[config.mk]
export PLATFORM = sky130hd
export DESIGN_NAME = mem_arbiter_flat
export DESIGN_NICKNAME = d
export VERILOG_FILES = /design/src/rtl/mem_arb_pkg.sv /design/src/rtl/mem_arbiter_if.sv /design/src/rtl/mem_arb_bank.sv /design/src/rtl/mem_arbiter.sv /design/src/flat_wrapper.sv
export SDC_FILE = /design/constraint.sdc
export NUM_CORES = 1
export LEC_CHECK = 0
export ABC_AREA = 1
export CAP_MARGIN = 5
export CORE_UTILIZATION = 30
export DETAILED_ROUTE_END_ITERATION = 8
export PLACE_DENSITY = 0.83
export SLEW_MARGIN = 20
export SYNTH_ARGS = -nofsm -noshare
export SYNTH_HDL_FRONTEND = slang
export SYNTH_SLANG_ARGS = --single-unit
[constraint.sdc]
create_clock -name clk -period 1.7 [get_ports clk]
set_clock_uncertainty 0.2 [all_clocks]
set_input_delay 0.17 -clock clk [delete_from_list [all_inputs] [get_ports clk]]
set_output_delay 0.17 -clock clk [all_outputs]
set_load 0.03 [all_outputs]
[src/rtl/mem_arb_pkg.sv]
// ---------------------------------------------------------------------------
// mem_arb_pkg
// Shared types and constants for the even/odd byte-bank memory arbiter.
//   req_id_t     requester id (0 = CPU, 1 = DMA/debug master)
//   BANK_*       bank select values taken from byte address bit 0
//   DEFAULT_LAST round-robin pointer reset value; the CPU wins first contention
//   bank_req_t   one requester's access as seen by a single bank
// ---------------------------------------------------------------------------
package mem_arb_pkg;

  typedef logic req_id_t;

  localparam logic    BANK_EVEN    = 1'b0;
  localparam logic    BANK_ODD     = 1'b1;
  localparam req_id_t DEFAULT_LAST = 1'b1;

  // Upper bound for the bank word address carried in bank_req_t; instances use
  // only the low ADDRBITS-1 bits.
  localparam int WADDR_MAX = 31;

  typedef struct packed {
    logic                 valid;  // request targets this bank
    logic                 we;     // 1 = write, 0 = read
    logic [WADDR_MAX-1:0] waddr;  // bank word address (read or write)
    logic [7:0]           wdata;
  } bank_req_t;

endpackage

[src/rtl/mem_arbiter_if.sv]
// ---------------------------------------------------------------------------
// mem_arbiter_if
// Requester and memory-bank signals of the arbiter.
//   slave  : arbiter side (requests and bank read data in; grants, read
//            return and bank address/data/strobes out)
//   master : requesters plus memory (the opposite directions)
// ---------------------------------------------------------------------------
interface mem_arbiter_if #(
  parameter int ADDRBITS = 16
);
  // requester side
  logic                req0, req1;
  logic                we0, we1;
  logic [ADDRBITS-1:0] addr0, addr1;
  logic [7:0]          wdata0, wdata1;
  logic                lock0, lock1;
  logic                gnt0, gnt1;
  logic                rvalid0, rvalid1;
  logic [7:0]          rdata0, rdata1;

  // memory bank side
  logic [ADDRBITS-2:0] read_addr_even, read_addr_odd;
  logic [ADDRBITS-2:0] write_addr_even, write_addr_odd;
  logic                write_en_even, write_en_odd;
  logic [7:0]          write_data_even, write_data_odd;
  logic [7:0]          read_data_even, read_data_odd;

  modport slave (
    input  req0, req1, we0, we1, addr0, addr1, wdata0, wdata1, lock0, lock1,
    input  read_data_even, read_data_odd,
    output gnt0, gnt1, rvalid0, rvalid1, rdata0, rdata1,
    output read_addr_even, read_addr_odd, write_addr_even, write_addr_odd,
    output write_en_even, write_en_odd, write_data_even, write_data_odd
  );

  modport master (
    output req0, req1, we0, we1, addr0, addr1, wdata0, wdata1, lock0, lock1,
    output read_data_even, read_data_odd,
    input  gnt0, gnt1, rvalid0, rvalid1, rdata0, rdata1,
    input  read_addr_even, read_addr_odd, write_addr_even, write_addr_odd,
    input  write_en_even, write_en_odd, write_data_even, write_data_odd
  );
endinterface

[src/rtl/mem_arb_bank.sv]
// ---------------------------------------------------------------------------
// mem_arb_bank
// Arbitration for a single byte bank: round-robin between the two requesters
// with an optional ownership lock (macro MEM_ARB_LOCK_EN).
// Ports:
//   clk, reset_n             clock, asynchronous active-low reset
//   req0_i, req1_i           per-bank requests (valid only if targeting here)
//   lock0_i, lock1_i         hold ownership after this access (lock builds)
//   own_req0_i, own_req1_i   raw requester req lines, for lock release
//   gnt_o[1:0]               grant vector, bit i = requester i
//   read_addr_o              bank read word address
//   write_addr_o/data_o/en_o bank write port
// ---------------------------------------------------------------------------
module mem_arb_bank
  import mem_arb_pkg::*;
#(
  parameter int ADDRBITS = 16
) (
  input  logic                clk,
  input  logic                reset_n,
  input  bank_req_t           req0_i,
  input  bank_req_t           req1_i,
  input  logic                lock0_i,
  input  logic                lock1_i,
  input  logic                own_req0_i,
  input  logic                own_req1_i,
  output logic [1:0]          gnt_o,
  output logic [ADDRBITS-2:0] read_addr_o,
  output logic [ADDRBITS-2:0] write_addr_o,
  output logic                write_en_o,
  output logic [7:0]          write_data_o
);

  logic [1:0] vld;
  req_id_t    last_q, last_d;
  req_id_t    win_id;
  logic       granted;
  bank_req_t  win;

  assign vld = {req1_i.valid, req0_i.valid};

`ifdef MEM_ARB_LOCK_EN
  logic    owner_vld_q, owner_vld_d;
  req_id_t owner_id_q, owner_id_d;
`endif

  // Grant selection: a lone requester wins; on contention the requester that
  // was not granted last time wins. A valid owner excludes the other side even
  // when the owner itself is idle.
  always_comb begin
    // NOTE: every combinationally assigned signal gets a default first, so no
    // path through the block can leave it unassigned and infer a latch.
    gnt_o = vld;
    if (vld == 2'b11) begin
      gnt_o          = '0;
      gnt_o[~last_q] = 1'b1;
    end
`ifdef MEM_ARB_LOCK_EN
    if (owner_vld_q) begin
      gnt_o             = '0;
      gnt_o[owner_id_q] = vld[owner_id_q];
    end
`endif
  end

  assign granted = |gnt_o;
  assign win_id  = gnt_o[1];
  assign win     = win_id ? req1_i : req0_i;

  // Bank port: an idle bank drives all zeros; a read leaves the write side
  // quiet and a write leaves read_addr at zero.
  always_comb begin
    read_addr_o  = '0;
    write_addr_o = '0;
    write_en_o   = 1'b0;
    write_data_o = '0;
    if (granted) begin
      if (win.we) begin
        write_en_o   = 1'b1;
        write_addr_o = win.waddr[ADDRBITS-2:0];
        write_data_o = win.wdata;
      end else begin
        read_addr_o  = win.waddr[ADDRBITS-2:0];
      end
    end
  end

  assign last_d = granted ? win_id : last_q;

`ifdef MEM_ARB_LOCK_EN
  logic own_req, win_lock;
  assign own_req  = owner_id_q ? own_req1_i : own_req0_i;
  assign win_lock = win_id ? lock1_i : lock0_i;

  // Ownership drops as soon as the owner stops requesting; otherwise each
  // grant re-evaluates it from the winner's lock bit.
  always_comb begin
    owner_vld_d = owner_vld_q;
    owner_id_d  = owner_id_q;
    if (owner_vld_q && !own_req) begin
      owner_vld_d = 1'b0;
    end else if (granted) begin
      owner_vld_d = win_lock;
      owner_id_d  = win_id;
    end
  end

  always_ff @(posedge clk or negedge reset_n) begin
    if (!reset_n) begin
      owner_vld_q <= 1'b0;
      owner_id_q  <= '0;
    end else begin
      owner_vld_q <= owner_vld_d;
      owner_id_q  <= owner_id_d;
    end
  end
`else
  // Lock inputs exist on every build but only matter when locking is enabled.
  logic unused_lock;
  assign unused_lock = ^{lock0_i, lock1_i, own_req0_i, own_req1_i};
`endif

  // Only ADDRBITS-1 word address bits are meaningful for this instance.
  logic unused_addr;
  assign unused_addr = ^{req0_i.waddr, req1_i.waddr};

  always_ff @(posedge clk or negedge reset_n) begin
    // NOTE: state registers use non-blocking assignments so every flop samples
    // its inputs from before the edge, independent of process ordering.
    if (!reset_n) last_q <= DEFAULT_LAST;
    else          last_q <= last_d;
  end

endmodule

[src/rtl/mem_arbiter.sv]
// ---------------------------------------------------------------------------
// mem_arbiter
// Shares an even/odd byte-bank memory between requester 0 (CPU) and
// requester 1 (DMA/debug). Accesses to different banks proceed in the same
// cycle; contention on a bank is resolved round-robin per bank. Read data
// returns one cycle after the grant to the requester that issued the read.
// Optional bank ownership lock: define MEM_ARB_LOCK_EN.
// Ports:
//   clk      system clock, all state on posedge
//   reset_n  asynchronous active-low reset
//   bus      mem_arbiter_if.slave: requester req/we/addr/wdata/lock,
//            gnt/rvalid/rdata, and per-bank read/write address, data, strobe
// ---------------------------------------------------------------------------
module mem_arbiter
  import mem_arb_pkg::*;
#(
  parameter int ADDRBITS = 16
) (
  input  logic           clk,
  input  logic           reset_n,
  mem_arbiter_if.slave   bus
);

  // Build one requester's view of a given bank; valid only when that
  // requester is asking and its address bit 0 selects the bank.
  function automatic bank_req_t mk_req(input logic req, input logic we,
                                       input logic [ADDRBITS-1:0] addr,
                                       input logic [7:0] wdata,
                                       input logic bank);
    bank_req_t r;
    r                      = '0;
    r.valid                = req & (addr[0] == bank);
    r.we                   = we;
    r.waddr[ADDRBITS-2:0]  = addr[ADDRBITS-1:1];
    r.wdata                = wdata;
    return r;
  endfunction

  bank_req_t  even0, even1, odd0, odd1;
  logic [1:0] gnt_even, gnt_odd;

  assign even0 = mk_req(bus.req0, bus.we0, bus.addr0, bus.wdata0, BANK_EVEN);
  assign even1 = mk_req(bus.req1, bus.we1, bus.addr1, bus.wdata1, BANK_EVEN);
  assign odd0  = mk_req(bus.req0, bus.we0, bus.addr0, bus.wdata0, BANK_ODD);
  assign odd1  = mk_req(bus.req1, bus.we1, bus.addr1, bus.wdata1, BANK_ODD);

  mem_arb_bank #(.ADDRBITS(ADDRBITS)) u_bank_even (
    .clk          (clk),
    .reset_n      (reset_n),
    .req0_i       (even0),
    .req1_i       (even1),
    .lock0_i      (bus.lock0),
    .lock1_i      (bus.lock1),
    .own_req0_i   (bus.req0),
    .own_req1_i   (bus.req1),
    .gnt_o        (gnt_even),
    .read_addr_o  (bus.read_addr_even),
    .write_addr_o (bus.write_addr_even),
    .write_en_o   (bus.write_en_even),
    .write_data_o (bus.write_data_even)
  );

  mem_arb_bank #(.ADDRBITS(ADDRBITS)) u_bank_odd (
    .clk          (clk),
    .reset_n      (reset_n),
    .req0_i       (odd0),
    .req1_i       (odd1),
    .lock0_i      (bus.lock0),
    .lock1_i      (bus.lock1),
    .own_req0_i   (bus.req0),
    .own_req1_i   (bus.req1),
    .gnt_o        (gnt_odd),
    .read_addr_o  (bus.read_addr_odd),
    .write_addr_o (bus.write_addr_odd),
    .write_en_o   (bus.write_en_odd),
    .write_data_o (bus.write_data_odd)
  );

  // Each requester only ever targets one bank, so its grant comes from there.
  assign bus.gnt0 = bus.addr0[0] ? gnt_odd[0] : gnt_even[0];
  assign bus.gnt1 = bus.addr1[0] ? gnt_odd[1] : gnt_even[1];

  // Read return pipeline: remember which bank each granted read went to so
  // the memory's one-cycle-late data is steered back to its requester.
  logic [1:0] rd_pend_q, rd_pend_d;
  logic [1:0] rd_bank_q, rd_bank_d;

  assign rd_pend_d = {bus.req1 & bus.gnt1 & ~bus.we1,
                      bus.req0 & bus.gnt0 & ~bus.we0};
  assign rd_bank_d = {bus.addr1[0], bus.addr0[0]};

  always_ff @(posedge clk or negedge reset_n) begin
    if (!reset_n) begin
      rd_pend_q <= '0;
      rd_bank_q <= '0;
    end else begin
      rd_pend_q <= rd_pend_d;
      rd_bank_q <= rd_bank_d;
    end
  end

  assign bus.rvalid0 = rd_pend_q[0];
  assign bus.rvalid1 = rd_pend_q[1];
  assign bus.rdata0  = !rd_pend_q[0] ? 8'h00 :
                       (rd_bank_q[0] ? bus.read_data_odd : bus.read_data_even);
  assign bus.rdata1  = !rd_pend_q[1] ? 8'h00 :
                       (rd_bank_q[1] ? bus.read_data_odd : bus.read_data_even);

endmodule

[src/flat_wrapper.sv]
// flat-port wrapper written by rule: the top's interface ports become plain ports
module mem_arbiter_flat import mem_arb_pkg::*;
#(
  parameter int ADDRBITS = 16
)
  (clk, reset_n, bus_req0, bus_req1, bus_we0, bus_we1, bus_addr0, bus_addr1, bus_wdata0, bus_wdata1, bus_lock0, bus_lock1, bus_read_data_even, bus_read_data_odd, bus_gnt0, bus_gnt1, bus_rvalid0, bus_rvalid1, bus_rdata0, bus_rdata1, bus_read_addr_even, bus_read_addr_odd, bus_write_addr_even, bus_write_addr_odd, bus_write_en_even, bus_write_en_odd, bus_write_data_even, bus_write_data_odd);
  mem_arbiter_if #(.ADDRBITS(ADDRBITS)) bus_i ();
  input  logic clk;
  input  logic reset_n;
  input wire logic [$bits(bus_i.req0)-1:0] bus_req0;
  input wire logic [$bits(bus_i.req1)-1:0] bus_req1;
  input wire logic [$bits(bus_i.we0)-1:0] bus_we0;
  input wire logic [$bits(bus_i.we1)-1:0] bus_we1;
  input wire logic [$bits(bus_i.addr0)-1:0] bus_addr0;
  input wire logic [$bits(bus_i.addr1)-1:0] bus_addr1;
  input wire logic [$bits(bus_i.wdata0)-1:0] bus_wdata0;
  input wire logic [$bits(bus_i.wdata1)-1:0] bus_wdata1;
  input wire logic [$bits(bus_i.lock0)-1:0] bus_lock0;
  input wire logic [$bits(bus_i.lock1)-1:0] bus_lock1;
  input wire logic [$bits(bus_i.read_data_even)-1:0] bus_read_data_even;
  input wire logic [$bits(bus_i.read_data_odd)-1:0] bus_read_data_odd;
  output wire logic [$bits(bus_i.gnt0)-1:0] bus_gnt0;
  output wire logic [$bits(bus_i.gnt1)-1:0] bus_gnt1;
  output wire logic [$bits(bus_i.rvalid0)-1:0] bus_rvalid0;
  output wire logic [$bits(bus_i.rvalid1)-1:0] bus_rvalid1;
  output wire logic [$bits(bus_i.rdata0)-1:0] bus_rdata0;
  output wire logic [$bits(bus_i.rdata1)-1:0] bus_rdata1;
  output wire logic [$bits(bus_i.read_addr_even)-1:0] bus_read_addr_even;
  output wire logic [$bits(bus_i.read_addr_odd)-1:0] bus_read_addr_odd;
  output wire logic [$bits(bus_i.write_addr_even)-1:0] bus_write_addr_even;
  output wire logic [$bits(bus_i.write_addr_odd)-1:0] bus_write_addr_odd;
  output wire logic [$bits(bus_i.write_en_even)-1:0] bus_write_en_even;
  output wire logic [$bits(bus_i.write_en_odd)-1:0] bus_write_en_odd;
  output wire logic [$bits(bus_i.write_data_even)-1:0] bus_write_data_even;
  output wire logic [$bits(bus_i.write_data_odd)-1:0] bus_write_data_odd;
  assign bus_i.req0 = bus_req0;
  assign bus_i.req1 = bus_req1;
  assign bus_i.we0 = bus_we0;
  assign bus_i.we1 = bus_we1;
  assign bus_i.addr0 = bus_addr0;
  assign bus_i.addr1 = bus_addr1;
  assign bus_i.wdata0 = bus_wdata0;
  assign bus_i.wdata1 = bus_wdata1;
  assign bus_i.lock0 = bus_lock0;
  assign bus_i.lock1 = bus_lock1;
  assign bus_i.read_data_even = bus_read_data_even;
  assign bus_i.read_data_odd = bus_read_data_odd;
  assign bus_gnt0 = bus_i.gnt0;
  assign bus_gnt1 = bus_i.gnt1;
  assign bus_rvalid0 = bus_i.rvalid0;
  assign bus_rvalid1 = bus_i.rvalid1;
  assign bus_rdata0 = bus_i.rdata0;
  assign bus_rdata1 = bus_i.rdata1;
  assign bus_read_addr_even = bus_i.read_addr_even;
  assign bus_read_addr_odd = bus_i.read_addr_odd;
  assign bus_write_addr_even = bus_i.write_addr_even;
  assign bus_write_addr_odd = bus_i.write_addr_odd;
  assign bus_write_en_even = bus_i.write_en_even;
  assign bus_write_en_odd = bus_i.write_en_odd;
  assign bus_write_data_even = bus_i.write_data_even;
  assign bus_write_data_odd = bus_i.write_data_odd;
  mem_arbiter #(.ADDRBITS(ADDRBITS)) u_core (.clk(clk), .reset_n(reset_n), .bus(bus_i));
endmodule
# Word-level counts from Yosys, hierarchy flattened
# Cells that the tools add are included.
[op_classes]
eq_ne = 2
magnitude_cmp = 4
n_mux = 30
reduce_logical = 4
n_bitwise = 14
[ops]
columns = ["operator", "count"]
rows = [
  ["$mux 15", 8],
  ["$mux 40", 2],
  ["$mux 8", 8],
  ["$and 1x1->1", 8],
  ["$mux 1", 8],
  ["$not 1->1", 6],
  ["$eq 2x2->1 const B", 2],
  ["$lt 1x2->1 const B", 2],
  ["$mux 2", 2],
  ["$reduce_or 2->1", 2],
  ["$demux 1 s1", 2],
  ["$ge 1x1->1 const B", 2],
  ["$logic_and 1x1->1", 2],
]
[totals]
out_inout_bits = 98
input_bits = 72
regBits = 6

# Depth between registers and ports, before layout
[depth]
depth_word = 9
depth_mapped = 8

# Cells and area by module
# Synthesis repeated with hierarchy kept, for this count alone.
[hier_totals]
cells_unflattened = 393
hier_area_um2 = 1838.0
[modules_own_cells]
columns = ["mod", "instances", "cells_each", "area_each_um2"]
rows = [
  ["mem_arb_bank", 2, 141, 641.9],
  ["mem_arbiter", 1, 111, 554.3],
]

# Worst setup path before layout
# No wires, ideal clock.
[synth_path]
path_kind = "reg-to-output"
start = "reg u_core.u_bank_odd.last_q"
end = "out bus_write_data_odd[0]"
required_time_ns = 1.330
path_stages_with_launch = 6
path_slack_ns = -0.216
arrival_ns = 1.546
path_cell_list = "dfstp_2 > nand3_1 > nand2_2 > clkbuf_1 > o21ai_1 > nor2_1"
[synth_between]
elab_chain_len = 9
word_cells_on_any_way = 11
cone_classes = "order compare: 2; mux: 6; bitwise: 1; reduce/logical: 2"
[synth_rtl]
columns = ["item", "line", "source"]
rows = [
  ["from (decl)", "mem_arb_bank.sv:35", "req_id_t last_q, last_d;"],
  ["from (signal assigned)", "mem_arb_bank.sv:131", "else last_q <= last_d;"],
  ["$not 1->1 *", "mem_arb_bank.sv:56", "gnt_o[~last_q] = 1'b1;"],
  ["$lt 1x2->1 (implied by the code) / $ge 1x1->1 (equally long branches)", "mem_arb_bank.sv:56", ""],
  ["$logic_and 1x1->1 (implied by the code)", "mem_arb_bank.sv:56", ""],
  ["$mux 1 (implied by the code)", "mem_arb_bank.sv:56", ""],
  ["$demux 1 s1 *", "mem_arb_bank.sv:56", ""],
  ["$mux 2 *", "mem_arb_bank.sv:54", "if (vld == 2'b11) begin"],
  ["$mux 40", "mem_arb_bank.sv:68", "assign win = win_id ? req1_i : req0_i;"],
  ["$mux 8", "mem_arb_bank.sv:78", "if (win.we) begin"],
  ["$mux 8 *", "mem_arb_bank.sv:77", "if (granted) begin"],
  ["to (decl)", "flat_wrapper.sv:35", "output wire logic [$bits(bus_i.write_data_odd)-1:0] bus_write_data_odd;"],
]
# Mark *: on every way between the ends. The rest lies on a longest branch, timed or not.

# Final worst setup path
[layout_path]
start = "reg u_core.u_bank_even.last_q"
end = "out bus_read_addr_even[10]"
[layout_between]
elab_chain_len = 9
word_cells_on_any_way = 11
cone_classes = "order compare: 2; mux: 6; bitwise: 1; reduce/logical: 2"
[layout_rtl]
columns = ["item", "line", "source"]
rows = [
  ["from (decl)", "mem_arb_bank.sv:35", ""],
  ["from (signal assigned)", "mem_arb_bank.sv:131", ""],
  ["$not 1->1 *", "mem_arb_bank.sv:56", ""],
  ["$lt 1x2->1 (implied by the code) / $ge 1x1->1 (equally long branches)", "mem_arb_bank.sv:56", ""],
  ["$logic_and 1x1->1 (implied by the code)", "mem_arb_bank.sv:56", ""],
  ["$mux 1 (implied by the code)", "mem_arb_bank.sv:56", ""],
  ["$demux 1 s1 *", "mem_arb_bank.sv:56", ""],
  ["$mux 2 *", "mem_arb_bank.sv:54", ""],
  ["$mux 40", "mem_arb_bank.sv:68", ""],
  ["$mux 15", "mem_arb_bank.sv:78", ""],
  ["$mux 15 *", "mem_arb_bank.sv:77", ""],
  ["to (decl)", "flat_wrapper.sv:28", "output wire logic [$bits(bus_i.read_addr_even)-1:0] bus_read_addr_even;"],
]
# Marks and branches as above.

==> results.cfg <==
[status]
outcome = finished, violations left
violations = setup timing

[critical_path]
timing.rr.end = u_core.rd_pend_q[1]
start_kind = register
cp_slowest_stage_delay_ns = 0.55
critPathMaxFanout = 6
cpMaxStageDelayCell = dfstp_2
critPathTopFamily = simple AND/OR/NAND/NOR gates
criticalPathCategory = reg2out
required_ns = 1.33
reg2regPathDepth = 6
worstSetupEndpointType = output port
cp_num_cells = 7
arrival_ns = 1.71
timing.rr.start = u_core.u_bank_even.last_q
cp_cell_sequence = nand3_4, nand2_4, buf_4, nand2_1, nand2_2, nor2_4, buf_6
critPathBufInv = 2
r2r_setup_slack_ns = 0.11

[power_and_ir_drop]
p_leak_uw = 0.002178
power_density_nw_per_um2 = 457.4
power_uw = 2128
ir_drop_mv = 0.4765

[timing]
fin_crit_ns = 2.084
worst_pin_slew_ns = 0.3215
hold_slack_ns = 0.06930
setup_tns_ns = -24.86
fmax_ghz = 0.4799
setup_viol = 79
period_share_pct = 122.6
rsz0062_at_grt = true
drv_slew = 0
hold_violations = 0
setup_ws_ns = -0.3839
max_slew_margin_pct = 78.50

[global_route]
first_global_vias = 3128
grt_usage_pct = 30.85
grt_first_pass_wirelength_um = 14880
grt_max_degree = 18
antenna_found_initial = 0
grt-ovfl-total = 0

[placed_design]
place_congestion = 0.8890
dpl-instance-area_um2 = 3914
port_buffers = 167
dp_hpwl_um = 6584

[synthesis]
synthTopCellsByCount = nor2_1, nand2_1, inv_1
synth_most_common_cell = nor2_1
synth_top_family_by_area = simple AND/OR/NAND/NOR gates
synth-xor-area-share_pct = 0
synth_seq_cells = 6
synth.largest_area_cell = nor2_1
synth_edf_count = 0
synthArstFlopShare_pct = 100.0
synth-adder-area-share_pct = 0
synthMuxAreaShare_pct = 0
synth_compound_area_share_pct = 15.96
syn_avg_cell_area_um2 = 5.115
synth.area.top_cells = nor2_1, nand2_1, nand3b_1
synth_flop_cell = dfrtp_1
syn_area_um2 = 1678
ys_warn_count = 0
yosysUniqueCellTypes = 20
yosysTopAreaCellShare_pct = 24.16
syn_nets = 400
synth_simple_gate_area_share_pct = 60.40
ys_seq_area_share_pct = 9.098
netlist_instances = 328

[layout]
num_antenna_cells = 0
stdcell_area_um2 = 4652
areaGrowthSynthToFinish_pct = 177.3
utilization_pct = 88.82
drive_gt1_share_pct = 53.27
nets = 608
fillerInstances = 274

[run]
maxCapViolCount = 0

[routing]
drc = 0
ant_nets = 0
wl_per_cell_um = 17.03
route.vias.total = 3075
wirelength_um = 10310
first_pass_iters = 4
dr.first_iter.drc_count = 150
routed_via_density = 5.083

[clock_tree]
insertion_delay_ns = 0.22
htree_levels = 1
cts_buffer_depth = 2
cts-root-buf = clkbuf_8
cts.sinks = 6
clkSlewWorstSetupHoldPaths_ns = 0.04
cts_buffers = 3
tritoncts = built

[worst_hold_path]
worstHoldStart = bus_addr1[0]
worstHoldPathCells = 1
min_path_type = in2reg
min_to = u_core.rd_bank_q[1]

[floorplanning]
core_um2 = 5238
dieArea_um2 = 5896
fp.dieW_um = 76.79
io_pins = 170
num_rows = 26
die_height_um = 76.79
floorplan.initialDensity_pct = 32.04
## per-stage QoR
stage               std cells  worst slack, ns
CTS                       598          -0.3308
finish                    605          -0.3839
detailed placement        586          -0.4545
global placement          586          -0.3771
global route              605          -0.4255
floorplan                 328         -0.07132
## repair_timing
action / 4_1_cts / 5_1_grt
endpoints found under the hold margin: 4 / 0
setup buffers: 4 / 6
hold buffers: 1 / 0
cloned: 3 / 1
gates resized for setup: 114 / 21
setup endpoints to repair: 82 / 88
pin swaps: 3 / 11
## area by class of cell
type	instances	area (µm²)	share of cell area, %
inverters	33	125.1	2.690
clock buffers	4	45.04	0.9683
multi-input cells	272	1941	41.72
repair buffers	220	2301	49.46
flip-flops and latches	6	152.6	3.281
well taps	70	87.58	1.883
## layer usage
metal / track usage [%] / wire length, µm
met1: 32.27 / 3755
met3: 4.405 / 555
met5: 0 / 0
met4: 10.38 / 516
met2: 61.43 / 5479
## report_power, final
part	internal [µW]	switching [µW]
clock network	161	64.0
registers	166	22.2
logic	753	961
## worst reg2reg max path, cell delays in order (launching register included)
cell and delay, ns:
dfstp_2 0.55, nand3_4 0.15, nand2_4 0.16, buf_6 0.12, buf_6 0.12, buf_4 0.11, a21oi_1 0.06
## registers in the layout (all words and copies together) (netlist names)
| name | cells |
|---|---|
| u_core.u_bank_even.last_q | 1 |
| u_core.u_bank_odd.last_q | 1 |
| u_core.rd_bank_q | 2 |
| u_core.rd_pend_q | 2 |
## worst max path at each step
stage | start | end | slack (ns)
floorplan | u_core.u_bank_odd.last_q | bus_read_addr_odd[0] | -0.07
global placement | bus_addr1[0] | bus_write_addr_even[10] | -0.38
detailed placement | bus_addr1[0] | bus_write_addr_even[10] | -0.45
CTS | u_core.u_bank_odd.last_q | bus_read_addr_odd[4] | -0.33
global route | u_core.u_bank_even.last_q | bus_read_addr_even[10] | -0.43
finish | u_core.u_bank_even.last_q | bus_read_addr_even[10] | -0.38
## placed cells by master, fill, tap and decap left out, types with 5 or more instances in the layout
| master | instances |
|---|---|
| o21ai_0 | 18 |
| buf_4 | 62 |
| nand2_2 | 25 |
| nand3b_1 | 23 |
| o21ai_1 | 10 |
| nor2_2 | 20 |
| buf_12 | 9 |
| clkdlybuf4s50_1 | 66 |
| nor2_4 | 56 |
| dlygate4sd2_1 | 5 |
| nor2_1 | 33 |
| buf_6 | 70 |
| inv_1 | 30 |
| nand3_4 | 8 |
| nand2_1 | 55 |
| o21ai_2 | 10 |
## cell families after synthesis
kind of cell | count (synthesis)
DFF | 6
buffers and inverters | 50
AOI/OAI and AO/OA | 45
and+or+nand+nor | 227
Note: power is estimated with default switching activity, not from simulation.
